File: src/rtl/gpio_cfg_sequencer_pkg.sv
// Shared definitions for the GPIO serial configuration sequencer: state encoding,
// default word width and the bit layout of one pad's configuration word.
package gpio_cfg_sequencer_pkg;

   localparam int unsigned CfgBitsDefault = 13;

   typedef enum logic [2:0] {
      StIdle,
      StClear,
      StFetch,
      StShift,
      StLoad,
      StFin
   } state_e;

   // Field offsets within a configuration word, dm[2:0] occupying the top bits.
   localparam int unsigned CfgAnalogPolIdx = 0;
   localparam int unsigned CfgAnalogSelIdx = 1;
   localparam int unsigned CfgAnalogEnIdx  = 2;
   localparam int unsigned CfgHoldoverIdx  = 3;
   localparam int unsigned CfgSlowSelIdx   = 4;
   localparam int unsigned CfgVtripSelIdx  = 5;
   localparam int unsigned CfgIbModeSelIdx = 6;
   localparam int unsigned CfgInpDisIdx    = 7;
   localparam int unsigned CfgEnhIdx       = 8;
   localparam int unsigned CfgOebIdx       = 9;
   localparam int unsigned CfgDmLsbIdx     = 10;
   localparam int unsigned CfgDmWidth      = 3;

endpackage

File: src/rtl/gpio_cfg_tick.sv
// Serial-timing tick: pulses on every Div-th enabled cycle, restarting its count
// whenever it is disabled or explicitly cleared.
module gpio_cfg_tick #(
   parameter int unsigned Div = 2
) (
   input  logic clk_i,
   input  logic rst_ni,
   input  logic en_i,
   input  logic clr_i,
   output logic tick_o
);

   logic [7:0] cnt_q, cnt_d;

   assign tick_o = en_i && (cnt_q == 8'(Div - 1));

   always_comb begin
      cnt_d = cnt_q + 8'd1;
      if (clr_i || !en_i || tick_o) begin
         cnt_d = '0;
      end
   end

   always_ff @(posedge clk_i or negedge rst_ni) begin
      if (!rst_ni) begin
         cnt_q <= '0;
      end else begin
         cnt_q <= cnt_d;
      end
   end

endmodule

File: src/rtl/gpio_cfg_sequencer.sv
// Loads every pad's configuration word into the serial GPIO chain: clear the chain,
// then fetch/shift words from the highest pad down to pad 0, then strobe the latch.
module gpio_cfg_sequencer
   import gpio_cfg_sequencer_pkg::*;
#(
   parameter int unsigned NUM_PADS = 38,
   parameter int unsigned CFG_BITS = CfgBitsDefault,
   parameter int unsigned CLK_DIV  = 2
) (
   input  logic                        clk,
   input  logic                        resetn,
   input  logic                        start,
   output logic                        busy,
   output logic                        done,
   output logic [$clog2(NUM_PADS)-1:0] cfg_addr,
   input  logic [CFG_BITS-1:0]         cfg_data,
   output logic                        serial_clock,
   output logic                        serial_load,
   output logic                        serial_data,
   output logic                        serial_resetn
);

   localparam int unsigned AddrW = $clog2(NUM_PADS);
   localparam int unsigned BitW  = $clog2(CFG_BITS);

   state_e              state_q, state_d;
   logic                phase_q, phase_d;
   logic                sclk_q, sclk_d;
   logic [BitW-1:0]     bit_q, bit_d;
   logic [AddrW-1:0]    pad_q, pad_d;
   logic [CFG_BITS-1:0] word_q, word_d;
   logic                tick, tick_en, tick_clr;

   assign tick_en  = (state_q == StClear) || (state_q == StShift) || (state_q == StLoad);
   assign tick_clr = (state_d != state_q);

   gpio_cfg_tick #(
      .Div (CLK_DIV)
   ) u_tick (
      .clk_i  (clk),
      .rst_ni (resetn),
      .en_i   (tick_en),
      .clr_i  (tick_clr),
      .tick_o (tick)
   );

   // phase_q: second half of CLEAR/LOAD, data-capture cycle of FETCH, high half of a bit.
   always_comb begin
      state_d = state_q;
      phase_d = phase_q;
      sclk_d  = sclk_q;
      bit_d   = bit_q;
      pad_d   = pad_q;
      word_d  = word_q;
      unique case (state_q)
         StIdle: begin
            if (start) state_d = StClear;
         end
         StClear: begin
            if (tick) begin
               phase_d = ~phase_q;
               if (phase_q) state_d = StFetch;
            end
         end
         StFetch: begin
            phase_d = 1'b1;
            if (phase_q) begin
               word_d  = cfg_data;
               bit_d   = BitW'(CFG_BITS - 1);
               state_d = StShift;
            end
         end
         StShift: begin
            if (tick) begin
               phase_d = ~phase_q;
               sclk_d  = ~phase_q;
               // The word is shifted out on the falling edge, so it is all-zero once done.
               if (phase_q) begin
                  word_d = word_q << 1;
                  if (bit_q == '0) begin
                     if (pad_q == '0) begin
                        state_d = StLoad;
                     end else begin
                        pad_d   = pad_q - 1'b1;
                        state_d = StFetch;
                     end
                  end else begin
                     bit_d = bit_q - 1'b1;
                  end
               end
            end
         end
         StLoad: begin
            if (tick) begin
               phase_d = ~phase_q;
               if (phase_q) state_d = StFin;
            end
         end
         StFin: begin
            pad_d   = AddrW'(NUM_PADS - 1);
            state_d = StIdle;
         end
         default: state_d = StIdle;
      endcase
      if (state_d != state_q) phase_d = 1'b0;
   end

   always_ff @(posedge clk or negedge resetn) begin
      if (!resetn) begin
         state_q <= StIdle;
         phase_q <= 1'b0;
         sclk_q  <= 1'b0;
         bit_q   <= '0;
         pad_q   <= AddrW'(NUM_PADS - 1);
         word_q  <= '0;
      end else begin
         state_q <= state_d;
         phase_q <= phase_d;
         sclk_q  <= sclk_d;
         bit_q   <= bit_d;
         pad_q   <= pad_d;
         word_q  <= word_d;
      end
   end

   assign busy          = (state_q != StIdle);
   assign done          = (state_q == StFin);
   assign serial_load   = (state_q == StLoad);
   assign serial_resetn = (state_q != StClear);
   assign serial_clock  = sclk_q;
   assign serial_data   = word_q[CFG_BITS-1];
   assign cfg_addr      = pad_q;

endmodule
File: config.mk
export PLATFORM = sky130hd
export DESIGN_NAME = gpio_cfg_sequencer
export DESIGN_NICKNAME = d
export VERILOG_FILES = /design/src/rtl/gpio_cfg_sequencer_pkg.sv /design/src/rtl/gpio_cfg_tick.sv /design/src/rtl/gpio_cfg_sequencer.sv
export SDC_FILE = /design/constraint.sdc
export NUM_CORES = 1
export LEC_CHECK = 0
export BUFFER_PORTS_ARGS = -buffer_cell sky130_fd_sc_hd__buf_2
export CELL_PAD_IN_SITES_DETAIL_PLACEMENT = 1
export CELL_PAD_IN_SITES_GLOBAL_PLACEMENT = 1
export CORE_MARGIN = 5
export CORE_UTILIZATION = 40
export DETAILED_ROUTE_END_ITERATION = 10
export MAX_ROUTING_LAYER = met4
export PLACE_DENSITY = 0.73
export SKIP_LAST_GASP = 1
export SYNTH_ARGS = -nofsm -noshare
export SYNTH_HDL_FRONTEND = slang
export SYNTH_SLANG_ARGS = --single-unit
File: constraint.sdc
create_clock -name clk -period 5.25 [get_ports clk]
set_clock_uncertainty 0.2 [all_clocks]
set_input_delay 1.3125 -clock clk [delete_from_list [all_inputs] [get_ports clk]]
set_output_delay 1.3125 -clock clk [all_outputs]
set_load 0.03 [all_outputs]
==> results of run 1 <==
==> metrics by stage <==
step,area (sq um),util [%],worst slack [ns]
CTS,2300,45.6,1.81
global placement,2200,43.6,2.20
floorplan,2040,-,2.58
finish,2300,45.6,1.83
global route,2300,45.6,1.69
detailed placement,2200,43.6,2.16
==> area by class of cell <==
type	count	share of cell area [%]
sequential	36	39.3
multi-input combinational	133	44.7
inverter	12	1.96
clock buffer	8	4.35
tap	70	3.81
timing repair buffer	27	5.87
==> final timing paths <==
kind / end / start / slack [ns] / depth (start not counted)
worst max-delay path: done / state_q[0] / 1.83 / 4
worst min-delay path: word_q[2] / word_q[2] / 0.29 / 1
worst max register to register: word_q[11] / u_tick.cnt_q[1] / 2.77 / 6
worst min register to register: word_q[2] / word_q[2] / 0.29 / 1
max in group asynchronous: u_tick.cnt_q[3] / resetn / 3.39 / 1
min in group asynchronous: bit_q[2] / resetn / 0.92 / 1
==> layer usage <==
layer,vias up,GRT usage [%],part of all wire [%]
met3,6,3.33,2.7
met5,-,-,0
li1,731,-,-
met2,20,27.4,51
met1,793,21.1,45
met4,0,6.25,1.4
==> cell families (layout without fill, tap and decap cells) <==
family | Yosys count | after routing | synth area share [%]
AOI/OAI and AO/OA | 21 | 21 | 7.85
xor gates and xnor gates | 7 | 7 | 3.01
adders and majority gates | 4 | 4 | 2.45
buffers and inverters | 22 | 47 | 5.21
DFF | 36 | 36 | 44.4
muxes | 28 | 28 | 16.8
and+or+nand+nor | 73 | 73 | 20.3
==> where the power goes <==
group,leakage (nW),switching (W),internal [W]
Sequential,0.468,0.000000388,0.000278
Clock,0.0515,0.000103,0.000120
Combinational,0.618,0.00000824,0.00000521
Total,1.14,0.000111,0.000403
==> layout by cell type, fill, tap and decap left out, types with 2 or more instances in the layout <==
| cell | Yosys | layout |
|---|---|---|
| mux2i_1 | 5 | 5 |
| o21ai_0 | 3 | 3 |
| nor4_1 | 3 | 3 |
| o221ai_1 | 2 | 2 |
| a21oi_1 | 3 | 3 |
| o21ai_1 | 2 | 2 |
| buf_2 | 3 | 27 |
| nor2_1 | 14 | 14 |
| nand3_1 | 15 | 15 |
| ha_1 | 4 | 4 |
| inv_1 | 11 | 11 |
| and3_1 | 3 | 3 |
| xor2_1 | 5 | 5 |
| xnor2_1 | 2 | 2 |
| mux2_4 | 9 | 9 |
| mux2_2 | 11 | 11 |
| nand3b_1 | 2 | 2 |
| nand2_1 | 12 | 12 |
| a31oi_1 | 2 | 2 |
| dfstp_2 | 3 | 3 |
| dfrtp_1 | 33 | 33 |
| mux2_1 | 3 | 3 |
| clkbuf_8 | 0 | 7 |
| or3_1 | 5 | 5 |
| nor3_1 | 5 | 5 |
==> state kept, by name, summed over array words and instances, names as in the netlist <==
signal / cells
u_tick.cnt_q: 8
cfg_addr: 6
phase_q: 1
bit_q: 4
word_q: 13
state_q: 3
serial_clock: 1
==> worst max-delay path, delay by kind of cell, from the launching register on <==
kind / cells / cell delay (ns)
buf+inv: 3 / 0.56
flops: 1 / 0.58
simple gates: 1 / 0.47
==> key figures, run 1 <==
Die
  – Starting Density: 40.4%
  – Core ar.: between 0.005 and 0.006 sq mm
  – Die span in x: between 80 and 90 um
  – Die height: 81.4 um
  – Num ports: 28
  – Row Count: 26
  – Die area: ~0.0066 sq mm

Detailed routing
  – Drt wl/cell: about 17 um
  – Drt first pass iters: 4
  – Via/cell ratio: roughly 5.4
  – Antenna-violating nets left: 0
  – DR vias: between 1500 and 2000
  – Final wirelength: about 4800 um
  – DRT iter0 DRCs: between 80 and 90
  – Residual DRC: 0

Timing
  – RSZ-0062 raised after global routing: false
  – Worst slew pin tran: around 0.84 ns
  – Tmin final: 3.42 ns
  – Peak Freq: 293 MHz
  – Final period utilization: around two thirds
  – Setup TNS: 0 ns
  – Setup Viol. Count Final: 0
  – WHS: approximately 0.29 ns
  – Slew Limit Fails: 0
  – Slew margin rel.: approximately 44%
  – Fin. Hold Viols: 0

Final layout
  – Layout area overhead: 12.8%
  – Fill cell count: 570
  – Sequential Area: roughly 900 sq um
  – Final std cells w/o fill: about 290
  – Final-stage net count: around 240
  – Area of the multi-input gates: 0.00103 sq mm
  – # diodes: 0
  – Share of layout cells above drive strength 1: between 20 and 30%

Synthesis
  – Post-synth EDFFs: 0
  – Post-Syn Area: about 0.0020 sq mm
  – Post-synth top flop: dfrtp_1
  – Unique cell type count in the Yosys netlist: 53
  – Most frequent cells after synthesis: dfrtp_1, nand3_1, nor2_1
  – Sequential-to-total area share from yosys stat: between 40% and 50%
  – Syn_area_per_cell: 10.7 sq um
  – Largest area contributor in the netlist: dfrtp_1
  – Post-synthesis net count: between 200 and 250
  – Count leader, synth: dfrtp_1
  – Post-Synthesis Cells: 191
  – Synth area leaders: dfrtp_1, mux2_4, mux2_2, dfstp_2, nand3_1
  – Ys Warns: 0
  – Top cell type's share of synthesized area: 40.5%
  – FF+latch count, synth: 36
  – Fraction of registers with async set/reset: 100%

Critical path
  – Class of the most critical setup path: flip-flop to primary output
  – Max incr delay on CP: 0.58 ns
  – Required @ worst endpoint: between 3 and 4 ns
  – Critical-path cell with the highest stage delay: dfrtp_1
  – Critical Path Fanout Max: 14
  – Startpoint types: flip-flop
  – Most used cell, CP: inv_1
  – WP data arrival: around 1.9 ns
  – Worst-path cell chain: inv_1 -> or3_1 -> inv_1 -> buf_2
  – Crit end category: primary output

CTS
  – Post-CTS sizing: 0
  – Root Buffer: clkbuf_8
  – Later-pin clock latency in the skew report: between 0.2 and 0.3 ns
  – Clock transition at path regs: around 0.080 ns
  – CTS buffer count: 5
  – CTS Buffer Depth: 2
  – Setup Fix Bufs, Post-CTS: 0
  – TritonCTS clock tree: yes
  – H-tree depth: 2
  – Hold-fix buffers at CTS: 0
  – Clock sinks: 36

Pwr
  – Overall power: roughly 0.00051 W
  – Leak: around 1.1 nW
  – Power Density: between 200 and 250 mW/mm^2
  – IR Drop Worst-Case VDD: 0.114 mV

Run status
  – Outcome: finished clean

Global routing
  – Total track usage: between 15 and 20%
  – First-pass GRT wire length: 8240 um
  – Initial antenna violation count: 0
  – Via count of the first global-routing pass: 1653
  – Largest net degree at the start of global routing: 37
  – Total gr overflow: 0

Place
  – Placed cell count: 278
  – Port Buffers: 27
  – Routability cong.: 0.780
  – Post-DP HPWL: around 3400 um

Min path
  – Hold Path Class: flip-flop to flip-flop

Run
  – Max Cap Violations: 0
Note: power is estimated with default switching activity, not from simulation.
==> run 2, diff against run 1 <==
--- a/config.mk
+++ b/config.mk
@@ -12,7 +12,7 @@
 export CORE_UTILIZATION = 40
 export DETAILED_ROUTE_END_ITERATION = 10
 export MAX_ROUTING_LAYER = met4
-export PLACE_DENSITY = 0.73
+export PLACE_DENSITY = 0.76
 export SKIP_LAST_GASP = 1
 export SYNTH_ARGS = -nofsm -noshare
 export SYNTH_HDL_FRONTEND = slang
==> constraint.sdc (replaced) <==
create_clock -name clk -period 2.88 [get_ports clk]
set_clock_uncertainty 0.2 [all_clocks]
set_input_delay 0.72 -clock clk [delete_from_list [all_inputs] [get_ports clk]]
set_output_delay 0.72 -clock clk [all_outputs]
set_load 0.03 [all_outputs]
==> run 2 against run 1 <==
Combinational power grew 78%. Total power grew 88%. Count of clock-buffer cells in the layout shrank 2. Register-to-register slack lost 2.3 ns.
==> key figures, run 2 (synthesized netlist as in run 1, its figures left out) <==
Detailed routing
  – Residual DRC: 0
  – Drt wl/cell: 15.5 um
  – Final wirelength: between 4000 and 5000 um
  – DR vias: 1546
  – Drt first pass iters: 4
  – DRT iter0 DRCs: roughly 110
  – Via/cell ratio: approximately 5.4
  – Antenna-violating nets left: 0

Final layout
  – Most frequent cells in the layout: dfrtp_1, buf_2, nand3_1
  – Largest Register: word_q
  – Share of layout cells above drive strength 1: a little under a third
  – Layout area overhead: 13.9%
  – Final-stage net count: 237
  – Post-route cell area: roughly 0.0023 sq mm
  – Largest register FFs: 13
  – Final std cells w/o fill: 288
  – # diodes: 0
  – Commonest non-fill, non-tap cell in the layout: dfrtp_1

Timing
  – Setup Viol. Count Final: 0
  – Worst slew pin tran: 0.805 ns
  – Slew margin rel.: ~46%
  – Peak Freq: 373 MHz
  – Tmin final: ~2.7 ns
  – Slew Limit Fails: 0
  – Fin. Hold Viols: 0
  – Setup TNS: 0 ns
  – RSZ-0062 raised after global routing: false
  – Final period utilization: 93.1%

Global routing
  – Initial antenna violation count: 0
  – Total gr overflow: 0
  – First-pass GRT wire length: roughly 7500 um
  – Total track usage: around 15%
  – Largest net degree at the start of global routing: 37
  – Via count of the first global-routing pass: 1561

CTS
  – Setup Fix Bufs, Post-CTS: 0
  – CTS buffer count: 5
  – Clock sinks: 36
  – Later-pin clock latency in the skew report: a little under 0.3 ns
  – TritonCTS clock tree: yes
  – Post-CTS sizing: 0
  – Root Buffer: clkbuf_8
  – Hold-fix buffers at CTS: 0
  – H-tree depth: 2
  – Clock transition at path regs: about 0.07 ns
  – CTS Buffer Depth: 2

Run
  – Max Cap Violations: 0

Critical path
  – WP data arrival: about 1.8 ns
  – Worst path bufs/invs: 3
  – Class of the most critical setup path: flip-flop to primary output
  – Max incr delay on CP: 0.60 ns
  – Critical-path cell with the highest stage delay: dfrtp_1
  – Worst-path cell chain: inv_1 -> or3_1 -> inv_1 -> buf_2
  – Required @ worst endpoint: slightly below 2 ns
  – Critical Path Fanout Max: 14
  – Crit end category: primary output
  – Most used cell, CP: inv_1
  – CP top delay family: flip-flops
  – Startpoint types: flip-flop

Pwr
  – Overall power: roughly 0.00097 W
  – Leak: 1.15 nW
  – Switching portion of total power: about a fifth
  – Power Density: 417 mW/mm^2
  – Cell-internal power: between 0.0007 and 0.0008 W
  – IR Drop Worst-Case VDD: 0.389 mV
  – Sequential Power Share: about 52%
  – Logic pwr share: roughly 2.5%
  – Clk pwr share: approximately 45%
  – Net Sw Power: a little under 0.0002 W

Die
  – Row Count: 26
  – Num ports: 28
  – Die area: 0.00663 sq mm
  – Core ar.: just over 0.005 sq mm
  – Die height: about 81 um
  – Starting Density: roughly two fifths
  – Die span in x: between 80 and 90 um

Place
  – Area after DPL: ~0.0022 sq mm
  – Port Buffers: 27
  – Routability cong.: about 0.82
  – Post-DP HPWL: between 3000 and 4000 um
  – Placed cell count: 280

Run status
  – Outcome: finished clean

Min path
  – Hold Path Class: flip-flop to flip-flop
## run 2: layout make-up
cell class	instances	area (sq um)
clock buffers	6	72.6
clock inverters	2	35.0
fillers	570	2720
inverters	12	45.0
multi-input cells	133	1030
flip-flops and latches	36	905
well taps	70	87.6
repair buffers	29	150
## run 2: metrics by stage
step	hold slack [ns]	util [%]	setup slack, ns
6_report	0.292	46.1	0.199
5_1_grt	0.328	46.1	0.109
4_1_cts	0.300	46.1	0.217
3_5_place_dp	0.283	43.9	0.524
3_3_place_gp	0.270	43.9	0.555
2_1_floorplan	0.224	-	0.805
## run 2: metal layers
layer	wire length, um	track usage [%]	vias to the layer above
met3	118	3.22	5
met1	2030	18.6	781
met4	49	4.56	0
met5	0	-	-
li1	-	-	740
met2	2280	24.8	20
## run 2: power by group through the flow
stage | Clock, W | Sequential (W) | Combinational [W]
after CTS | 0.000450 | 0.000507 | 0.0000253
after detailed placement | 0 | 0.000517 | 0.0000253
final | 0.000437 | 0.000508 | 0.0000240
after global routing | 0.000471 | 0.000508 | 0.0000276
after floorplan | 0 | 0.000519 | 0.00000236
after global placement | 0 | 0.000517 | 0.0000248
## run 2: worst register-to-register path: cells and delay by family, from the launching register on
kind / cells / cell delay (ns)
fa+ha+maj: 1 / 0.14
buf+inv: 1 / 0.07
mux: 1 / 0.38
flops: 1 / 0.42
simple gates: 2 / 0.82
compound gates: 1 / 0.23
## run 2: worst paths after layout
check                      depth (start not counted)             from  slack (ns)    endpoint
setup reg to reg                                   6  u_tick.cnt_q[1]        0.52  word_q[11]
hold reg to reg                                    1        word_q[1]        0.29   word_q[1]
hold / removal                                     1        word_q[1]        0.29   word_q[1]
max in group asynchronous                          1           resetn        1.65   word_q[1]
min in group asynchronous                          1           resetn        0.32    bit_q[2]
setup / recovery                                   4       state_q[0]        0.20        done
==> run 3, diff against run 2 <==
--- a/config.mk
+++ b/config.mk
@@ -8,7 +8,7 @@
 export BUFFER_PORTS_ARGS = -buffer_cell sky130_fd_sc_hd__buf_2
 export CELL_PAD_IN_SITES_DETAIL_PLACEMENT = 1
 export CELL_PAD_IN_SITES_GLOBAL_PLACEMENT = 1
-export CORE_MARGIN = 5
+export CORE_MARGIN = 4
 export CORE_UTILIZATION = 40
 export DETAILED_ROUTE_END_ITERATION = 10
 export MAX_ROUTING_LAYER = met4
==> run 3 against run 2 <==
Sequential power barely moved. Clock power shrank 13%. Sequential share of layout area up 0.32 points. Combinational power rose by 2%. Final cell count decreased by 1.0%. Final area shrank 0.81%. Critical endpoint unchanged. Global-route usage grew 2.8 points. First-iteration DRC count increased by 1.9%. Hold slack lost 0.0055 ns.
==> key figures, run 3 (synthesized netlist as in run 1, its figures left out) <==
Pwr
  – Net Sw Power: 0.000206 W
  – Clk pwr share: 41.7%
  – Cell-internal power: 0.000707 W
  – IR Drop Worst-Case VDD: 0.291 mV
  – Leak: approximately 1.1 nW
  – Power Density: around 400 mW/mm^2
  – Logic pwr share: ~2.7%
  – Switching portion of total power: a little under a quarter
  – Sequential Power Share: around 56%

Timing
  – Setup Viol. Count Final: 0
  – Worst slew pin tran: between 0.8 and 0.9 ns
  – Final period utilization: approximately 95%
  – Slew margin rel.: 45.3%
  – RSZ-0062 raised after global routing: false
  – Peak Freq: approximately 360 MHz
  – Slew Limit Fails: 0
  – Final worst slack: 0.137 ns
  – Fin. Hold Viols: 0
  – Setup TNS: 0 ns
  – Tmin final: about 2.7 ns

CTS
  – CTS buffer count: 5
  – Clock sinks: 36
  – CTS Buffer Depth: 2
  – Setup Fix Bufs, Post-CTS: 0
  – TritonCTS clock tree: yes
  – H-tree depth: 2
  – Hold-fix buffers at CTS: 0
  – Later-pin clock latency in the skew report: 0.30 ns
  – Root Buffer: clkbuf_8
  – Post-CTS sizing: 0
  – Clock transition at path regs: 0.08 ns

Place
  – Routability cong.: 0.849
  – Port Buffers: 27
  – Dpl ws: 0.487 ns
  – Post-DP HPWL: approximately 3400 um

Run status
  – Outcome: finished clean

Final layout
  – Layout area overhead: 13.0%
  – Final-stage net count: 237
  – Share of layout cells above drive strength 1: 30.7%
  – # diodes: 0
  – Largest Register: word_q
  – Fill cell count: 570
  – Largest register FFs: 13
  – Most frequent cells in the layout: dfrtp_1, buf_2, nand3_1
  – Commonest non-fill, non-tap cell in the layout: dfrtp_1

Detailed routing
  – Drt first pass iters: 4
  – Antenna-violating nets left: 0
  – Via/cell ratio: 5.44
  – DRT iter0 DRCs: between 100 and 150
  – Final wirelength: approximately 4800 um
  – DR vias: roughly 1500
  – Drt wl/cell: 16.8 um
  – Residual DRC: 0

Global routing
  – Largest net degree at the start of global routing: 37
  – Total gr overflow: 0
  – First-pass GRT wire length: 8410 um
  – Total track usage: between 10% and 20%
  – Initial antenna violation count: 0
  – Via count of the first global-routing pass: approximately 1700

Critical path
  – Startpoint types: flip-flop
  – Critical Path Fanout Max: 14
  – WP data arrival: between 1.5 and 2 ns
  – Class of the most critical setup path: flip-flop to primary output
  – Crit end category: primary output
  – Required @ worst endpoint: 1.96 ns

Die
  – Row Count: 25
  – Die height: ~79 um
  – Die area: between 0.006 and 0.007 sq mm
  – Core ar.: just under 0.005 sq mm
  – Num ports: 28
  – Die span in x: roughly 80 um
  – Starting Density: approximately 42%

Min path
  – Hold Path Class: flip-flop to flip-flop

Run
  – Max Cap Violations: 0
-- run 3: cell count changes in the layout (fill, tap and decap cells not counted) --
cell	change
clkbuf_1	-1
clkbuf_8	+1
clkinv_2	+1
bufinv_16	-1
-- run 3: final cells by class --
class	count	area, sq um	area share, %
multi-input cells	133	1030	44.6
inverters	12	45.0	1.95
clock buffers	6	82.6	3.58
well taps	67	83.8	3.64
repair buffers	29	150	6.51
flip-flops and latches	36	905	39.3
clock inverters	2	10.0	0.434
-- run 3: power groups by stage --
stage               sequential, W  clock, W  combinational [W]
floorplan                0.000519         0         0.00000236
global placement         0.000517         0          0.0000250
detailed placement       0.000517         0          0.0000257
CTS                      0.000508  0.000396          0.0000257
global route             0.000508  0.000422          0.0000278
finish                   0.000508  0.000381          0.0000244
-- run 3: critical path: stages (launching register included) --
cell,delay (ns)
dfrtp_1,0.63
inv_1,0.10
or3_1,0.44
inv_1,0.14
buf_2,0.21
-- run 3: metrics by stage --
| stage | hold WS (ns) | instances | utilization (%) | total power (W) | instance area (sq um) |
|---|---|---|---|---|---|
| detailed placement | 0.275 | 277 | 45.9 | 0.000543 | 2210 |
| finish | 0.286 | 285 | 47.8 | 0.000913 | 2300 |
| global placement | 0.274 | 277 | 45.9 | 0.000542 | 2210 |
| CTS | 0.293 | 285 | 47.8 | 0.000930 | 2300 |
| floorplan | 0.224 | 191 | - | 0.000521 | 2040 |
| global route | 0.323 | 285 | 47.8 | 0.000957 | 2300 |
-- run 3: final timing paths --
path	slack, ns	cells past startpoint	start	end
worst max-delay path	0.14	4	state_q[0]	done
worst max register to register	0.50	5	u_tick.cnt_q[0]	word_q[11]
worst min-delay path	0.29	2	serial_clock	serial_clock
max in group asynchronous	1.64	1	resetn	word_q[5]
min in group asynchronous	0.31	1	resetn	bit_q[1]
worst min register to register	0.29	2	serial_clock	serial_clock
-- run 3: layer usage --
metal / GRT usage, % / up-vias / share of wire (%)
met5: - / - / 0
met2: 28.4 / 30 / 51
met1: 22.1 / 772 / 44
met3: 3.61 / 11 / 3.4
li1: - / 736 / -
met4: 8.25 / 0 / 2.3
